File: config.mk
export PLATFORM = sky130hd
export DESIGN_NAME = lfsr_rng_arbiter
export DESIGN_NICKNAME = d
export VERILOG_FILES = /design/src/rtl/lfsr_rng_arbiter.sv
export SDC_FILE = /design/constraint.sdc
export NUM_CORES = 1
export LEC_CHECK = 0
export ABC_CLOCK_PERIOD_IN_PS = 3300
export BUFFER_PORTS_ARGS = -buffer_cell sky130_fd_sc_hd__buf_2
export CORE_UTILIZATION = 45
export CTS_CLUSTER_SIZE = 20
export DETAILED_ROUTE_END_ITERATION = 16
export HOLD_SLACK_MARGIN = 0.15
export PLACE_DENSITY = 0.69
export REMOVE_ABC_BUFFERS = 1
export SETUP_SLACK_MARGIN = 0.15
export SLEW_MARGIN = 15
export SYNTH_ARGS = -nofsm -noshare
export SYNTH_HDL_FRONTEND = slang
export SYNTH_SLANG_ARGS = --single-unit
File: constraint.sdc
create_clock -name clk -period 3.3 [get_ports clk]
set_clock_uncertainty 0.2 [all_clocks]
set_input_delay 0.66 -clock clk [delete_from_list [all_inputs] [get_ports clk]]
set_output_delay 0.66 -clock clk [all_outputs]
set_load 0.005 [all_outputs]
File: src/rtl/lfsr_rng_arbiter.sv
// Round-robin arbiter that shares one Fibonacci LFSR among NREQ requesters.
// Define LFSR_RNG_STATS_EN to add the grant_count handshake counter output.
module lfsr_rng_arbiter #(
    parameter int unsigned      WIDTH     = 8,
    parameter logic [WIDTH-1:0] TAPS      = 8'hB8,
    parameter logic [WIDTH-1:0] SEED_INIT = '1,
    parameter int unsigned      NREQ      = 4,
    parameter int unsigned      STEPS     = 1
) (
    input  logic                     clk,
    input  logic                     rst,
    input  logic [NREQ-1:0]          req,
    output logic [NREQ-1:0]          gnt,
    output logic                     rsp_valid,
    input  logic                     rsp_ready,
    output logic [WIDTH-1:0]         rsp_data,
    output logic [$clog2(NREQ)-1:0]  rsp_id,
    input  logic                     seed_valid,
    input  logic [WIDTH-1:0]         seed,
    output logic                     seed_ready,
    output logic [WIDTH-1:0]         lfsr_state
`ifdef LFSR_RNG_STATS_EN
   ,output logic [15:0]              grant_count
`endif
);

    localparam int unsigned IDW = $clog2(NREQ);

    typedef enum logic [1:0] {
        ST_IDLE = 2'd0,
        ST_RUN  = 2'd1,
        ST_HOLD = 2'd2
    } state_e;

    state_e           state_q, state_d;
    logic [WIDTH-1:0] lfsr_q, lfsr_d;
    logic [IDW-1:0]   rr_ptr_q, rr_ptr_d;
    logic [NREQ-1:0]  gnt_q, gnt_d;
    logic             rsp_valid_q, rsp_valid_d;
    logic [WIDTH-1:0] rsp_data_q, rsp_data_d;
    logic [IDW-1:0]   rsp_id_q, rsp_id_d;
    logic [7:0]       cnt_q, cnt_d;

    logic             win_found;
    logic [IDW-1:0]   win_idx;
    logic [IDW-1:0]   cand;
    logic             rsp_hs;

    function automatic logic [WIDTH-1:0] lfsr_step(input logic [WIDTH-1:0] v);
        return {v[WIDTH-2:0], ^(v & TAPS)};
    endfunction

    // A zero seed would lock the LFSR, so it is replaced by all-ones.
    function automatic logic [WIDTH-1:0] seed_guard(input logic [WIDTH-1:0] v);
        return (v == '0) ? '1 : v;
    endfunction

    function automatic logic [IDW-1:0] next_ptr(input logic [IDW-1:0] id);
        return (id == IDW'(NREQ - 1)) ? '0 : id + 1'b1;
    endfunction

    // Rotating-priority search starting at rr_ptr.
    always_comb begin
        win_found = 1'b0;
        win_idx   = '0;
        cand      = '0;
        for (int unsigned i = 0; i < NREQ; i++) begin
            cand = IDW'((32'(rr_ptr_q) + i) % NREQ);
            if (!win_found && req[cand]) begin
                win_found = 1'b1;
                win_idx   = cand;
            end
        end
    end

    assign rsp_hs = rsp_valid_q & rsp_ready;

    always_comb begin
        state_d     = state_q;
        lfsr_d      = lfsr_q;
        rr_ptr_d    = rr_ptr_q;
        gnt_d       = gnt_q;
        rsp_valid_d = rsp_valid_q;
        rsp_data_d  = rsp_data_q;
        rsp_id_d    = rsp_id_q;
        cnt_d       = cnt_q;
        unique case (state_q)
            ST_IDLE: begin
                if (seed_valid) begin
                    lfsr_d = seed_guard(seed);
                end else if (win_found) begin
                    rsp_id_d       = win_idx;
                    gnt_d          = '0;
                    gnt_d[win_idx] = 1'b1;
                    cnt_d          = 8'(STEPS - 1);
                    state_d        = ST_RUN;
                end
            end
            ST_RUN: begin
                lfsr_d = lfsr_step(lfsr_q);
                if (cnt_q == 8'd0) begin
                    rsp_data_d  = lfsr_step(lfsr_q);
                    rsp_valid_d = 1'b1;
                    state_d     = ST_HOLD;
                end else begin
                    cnt_d = cnt_q - 8'd1;
                end
            end
            ST_HOLD: begin
                if (rsp_hs) begin
                    rsp_valid_d = 1'b0;
                    gnt_d       = '0;
                    rr_ptr_d    = next_ptr(rsp_id_q);
                    state_d     = ST_IDLE;
                end
            end
            default: begin
                state_d = ST_IDLE;
            end
        endcase
    end

    always_ff @(posedge clk) begin
        if (rst) begin
            state_q     <= ST_IDLE;
            lfsr_q      <= SEED_INIT;
            rr_ptr_q    <= '0;
            gnt_q       <= '0;
            rsp_valid_q <= 1'b0;
            rsp_data_q  <= '0;
            rsp_id_q    <= '0;
            cnt_q       <= '0;
        end else begin
            state_q     <= state_d;
            lfsr_q      <= lfsr_d;
            rr_ptr_q    <= rr_ptr_d;
            gnt_q       <= gnt_d;
            rsp_valid_q <= rsp_valid_d;
            rsp_data_q  <= rsp_data_d;
            rsp_id_q    <= rsp_id_d;
            cnt_q       <= cnt_d;
        end
    end

`ifdef LFSR_RNG_STATS_EN
    logic [15:0] grant_count_q, grant_count_d;

    // Free-running handshake count; wraps naturally at 16 bits.
    always_comb begin
        grant_count_d = grant_count_q;
        if (rsp_hs) begin
            grant_count_d = grant_count_q + 16'd1;
        end
    end

    always_ff @(posedge clk) begin
        if (rst) begin
            grant_count_q <= '0;
        end else begin
            grant_count_q <= grant_count_d;
        end
    end

    assign grant_count = grant_count_q;
`else
    // Statistics disabled: no counter is built.
`endif

    assign gnt        = gnt_q;
    assign rsp_valid  = rsp_valid_q;
    assign rsp_data   = rsp_data_q;
    assign rsp_id     = rsp_id_q;
    assign seed_ready = (state_q == ST_IDLE);
    assign lfsr_state = lfsr_q;

endmodule
==> impl_metrics.yaml <==
run_status:
  outcome: "finished clean"
sta:
  fin_ws_ps: 973.2
  slew_headroom: 0.5706
  finalHoldViolCount: 0
  tns_ps: 0
  holdWs_ps: 284.9
  layout_min_cycle_time_ps: 2327
  period_share: 0.7051
  fmax_ghz: 0.4298
  rsz0062_at_grt: "false"
  final_max_slew_viol_count: 0
  setup_viol: 0
  tightest_slew_ps: 642.0
cts:
  cts-root-buf: "clkbuf_4"
  path_clk_slew_ps: 110
  cts_setup_buffers: 0
  clk_latency_ps: 340
  cts_sinks: 35
  cts_tree: "built"
  cts_buffer_depth: 2
  ctsHtreeMaxLevel: 2
  cts_resized: 0
  cts_buffers: 5
  postCtsHoldBufs: 0
critical_path:
  end_kind: "register"
  cp_data_required_time_ps: 3310
  slowest_stage: "nor3_4"
  critPathBufInv: 1
  critPathMaxFanout: 11
  rr_worst_depth: 6
  crit_type: "reg -> reg"
  start_kind: "register"
  crit_arrival_ps: 2330
  rr_endpoint: "rsp_data[2]$_SDFFE_PP0P_"
  crit_family: "simple AND/OR/NAND/NOR gates"
  reg2reg_slack_ps: 970
  r2r-start: "cnt_q[0]$_SDFFE_PP0P_"
  slowest_delay_ps: 570
  crit_path_cell_trace: "inv_1 -> ha_1 -> or4b_4 -> nor3_4 -> mux2i_1 -> nor2_1"
yosys:
  async_flop_share: 0
  synth_enable_flop_cells: 0
  synth-seq-cells: 35
  syn_inst: 184
  synth_top_area_frac: 0.4246
  seq_area_frac_synth: 0.4246
  synth_top_area_cell: "dfxtp_1"
  ys.flop_type: "dfxtp_1"
  synth_cell_type_count: 40
  synth_area_leaders: "dfxtp_1 42%, mux2i_1 5.5%, nor2_1 5.5%"
  synth_area_um2: 1650
  yosysWarnings: 0
  syn_avg_cell_area_um2: 8.969
routing:
  ant_nets: 0
  routed-via-count: 1410
  route.detailed.drc: 0
  vias_per_cell: 5.261
  wl_per_cell_um: 12.41
  drt-total-wl_mm: 3.325
  drt-initial-drc-count: 47
  dr.pass1.iters: 4
global_route:
  overflow: 0
  grt_pass1_vias: 1360
  grt_pass1_wl_mm: 5.920
  grt.total_usage: 0.1933
  antenna_found_initial: 0
  grt_start_max_net_pins: 34
worst_hold_path:
  min_from: "rsp_id[1]$_SDFFE_PP0P_"
  hold_depth: 2
  min_to: "rsp_id[1]$_SDFFE_PP0P_"
  hp-class: "reg -> reg"
flow_run:
  cap_viol_max_count: 0
power_and_ir_drop:
  p_per_area_nw_per_um2: 456.4
  p_leak_uw: 0.0007775
  power_uw: 877.1
  irDropWorstVdd_v: 0.0002491
layout:
  antenna_cells: 0
  areaGrowthSynthToFinish_pct: 16.45
  drive_gt1_frac: 0.2477
  mostFrequentLayoutCell: "buf_2"
  nNetsFinal: 240
  final_cell_mix: "39 x buf_2, 35 x dfxtp_1, 24 x nor2_1"
  fin_cells: 268
floorplan:
  row_count: 21
  die_area_um2: 3914
  start_util: 0.4832
  die_x_um: 62.56
  core_um2: 3416
  pin_count: 40
  die_y_um: 62.56
placement:
  io_buffers: 39
  dp_hpwl_mm: 2.387
  routabilityCongestion: 0.8077
  pre_cts_slack_ps: 942.9
  dp.cells: 260
## metal layers
layer	global-route usage	share of wire	wire length (µm)
met1	0.2361	0.49	1626
met2	0.3098	0.46	1526
met4	0.09593	0.011	36
met5	0	0	0
met3	0.05474	0.041	135
## tightest hold or removal path, cell delays in order, from the launching register on
cell	delay (ps)
dfxtp_1	340
nand2_1	60
a21oi_1	50
## synth_stat cells (4+ instances only)
cell      number
dfxtp_1       35
o21bai_1       4
a21oi_1       16
o22ai_1        9
nor3_1         6
nand2b_1       5
mux2i_1        9
clkbuf_1       6
nor2_1        24
xor2_1         6
o21ai_1        4
nand2_1        6
inv_1          4
## sequential cells by signal, indices dropped and copies added (netlist names)
signal / count
state_q: 2
gnt: 4
lfsr_state: 8
rsp_valid: 1
rsp_data: 8
cnt_q: 8
rsp_id: 2
rr_ptr_q: 2
## kinds of logic (layout without fill, tap and decap cells)
kind of cell / count (synthesis) / after routing / synth area share
adders and majority gates: 3 / 3 / 0.02275
and+or+nand+nor: 69 / 69 / 0.2305
AOI/OAI and AO/OA: 46 / 46 / 0.1804
buffers and inverters: 13 / 51 / 0.03942
xor gates and xnor gates: 9 / 9 / 0.04777
muxes: 9 / 9 / 0.05459
DFF: 35 / 35 / 0.4246
## power by group
group	leakage, µW	internal [µW]	switching (µW)
Clock	0.0000386	125	137
Combinational	0.000453	66.2	76.1
Sequential	0.000286	449	23.6
## stage by stage
step / cell area [µm²] / utilization
2_1_floorplan: 1600 / -
3_3_place_gp: 1853 / 0.5425
3_5_place_dp: 1853 / 0.5425
4_1_cts: 1922 / 0.5626
5_1_grt: 1922 / 0.5626
6_report: 1922 / 0.5626
## layout make-up
class                      instances  area (µm²)
tap                               46       57.56
clock buffer                       8       68.82
timing repair buffer              39       195.2
inverter                           4       15.01
multi-input combinational        136       884.6
sequential                        35       700.7
fill                             368        1494
## how the worst max path moves through the flow
| stage | start | endpoint | slack [ps] | cells past startpoint |
|---|---|---|---|---|
| final | cnt_q[0]$_SDFFE_PP0P_ | rsp_data[2]$_SDFFE_PP0P_ | 970 | 6 |
| after global routing | cnt_q[0]$_SDFFE_PP0P_ | rsp_data[7]$_SDFFE_PP0P_ | 810 | 6 |
| after CTS | cnt_q[0]$_SDFFE_PP0P_ | rsp_data[7]$_SDFFE_PP0P_ | 930 | 6 |
| after detailed placement | cnt_q[0]$_SDFFE_PP0P_ | rsp_data[7]$_SDFFE_PP0P_ | 940 | 6 |
| after global placement | req[3] | rsp_id[0]$_SDFFE_PP0P_ | 970 | 5 |
| after floorplan | cnt_q[0]$_SDFFE_PP0P_ | rsp_data[1]$_SDFFE_PP0P_ | 1200 | 6 |
(Power assumes the default switching activity.)
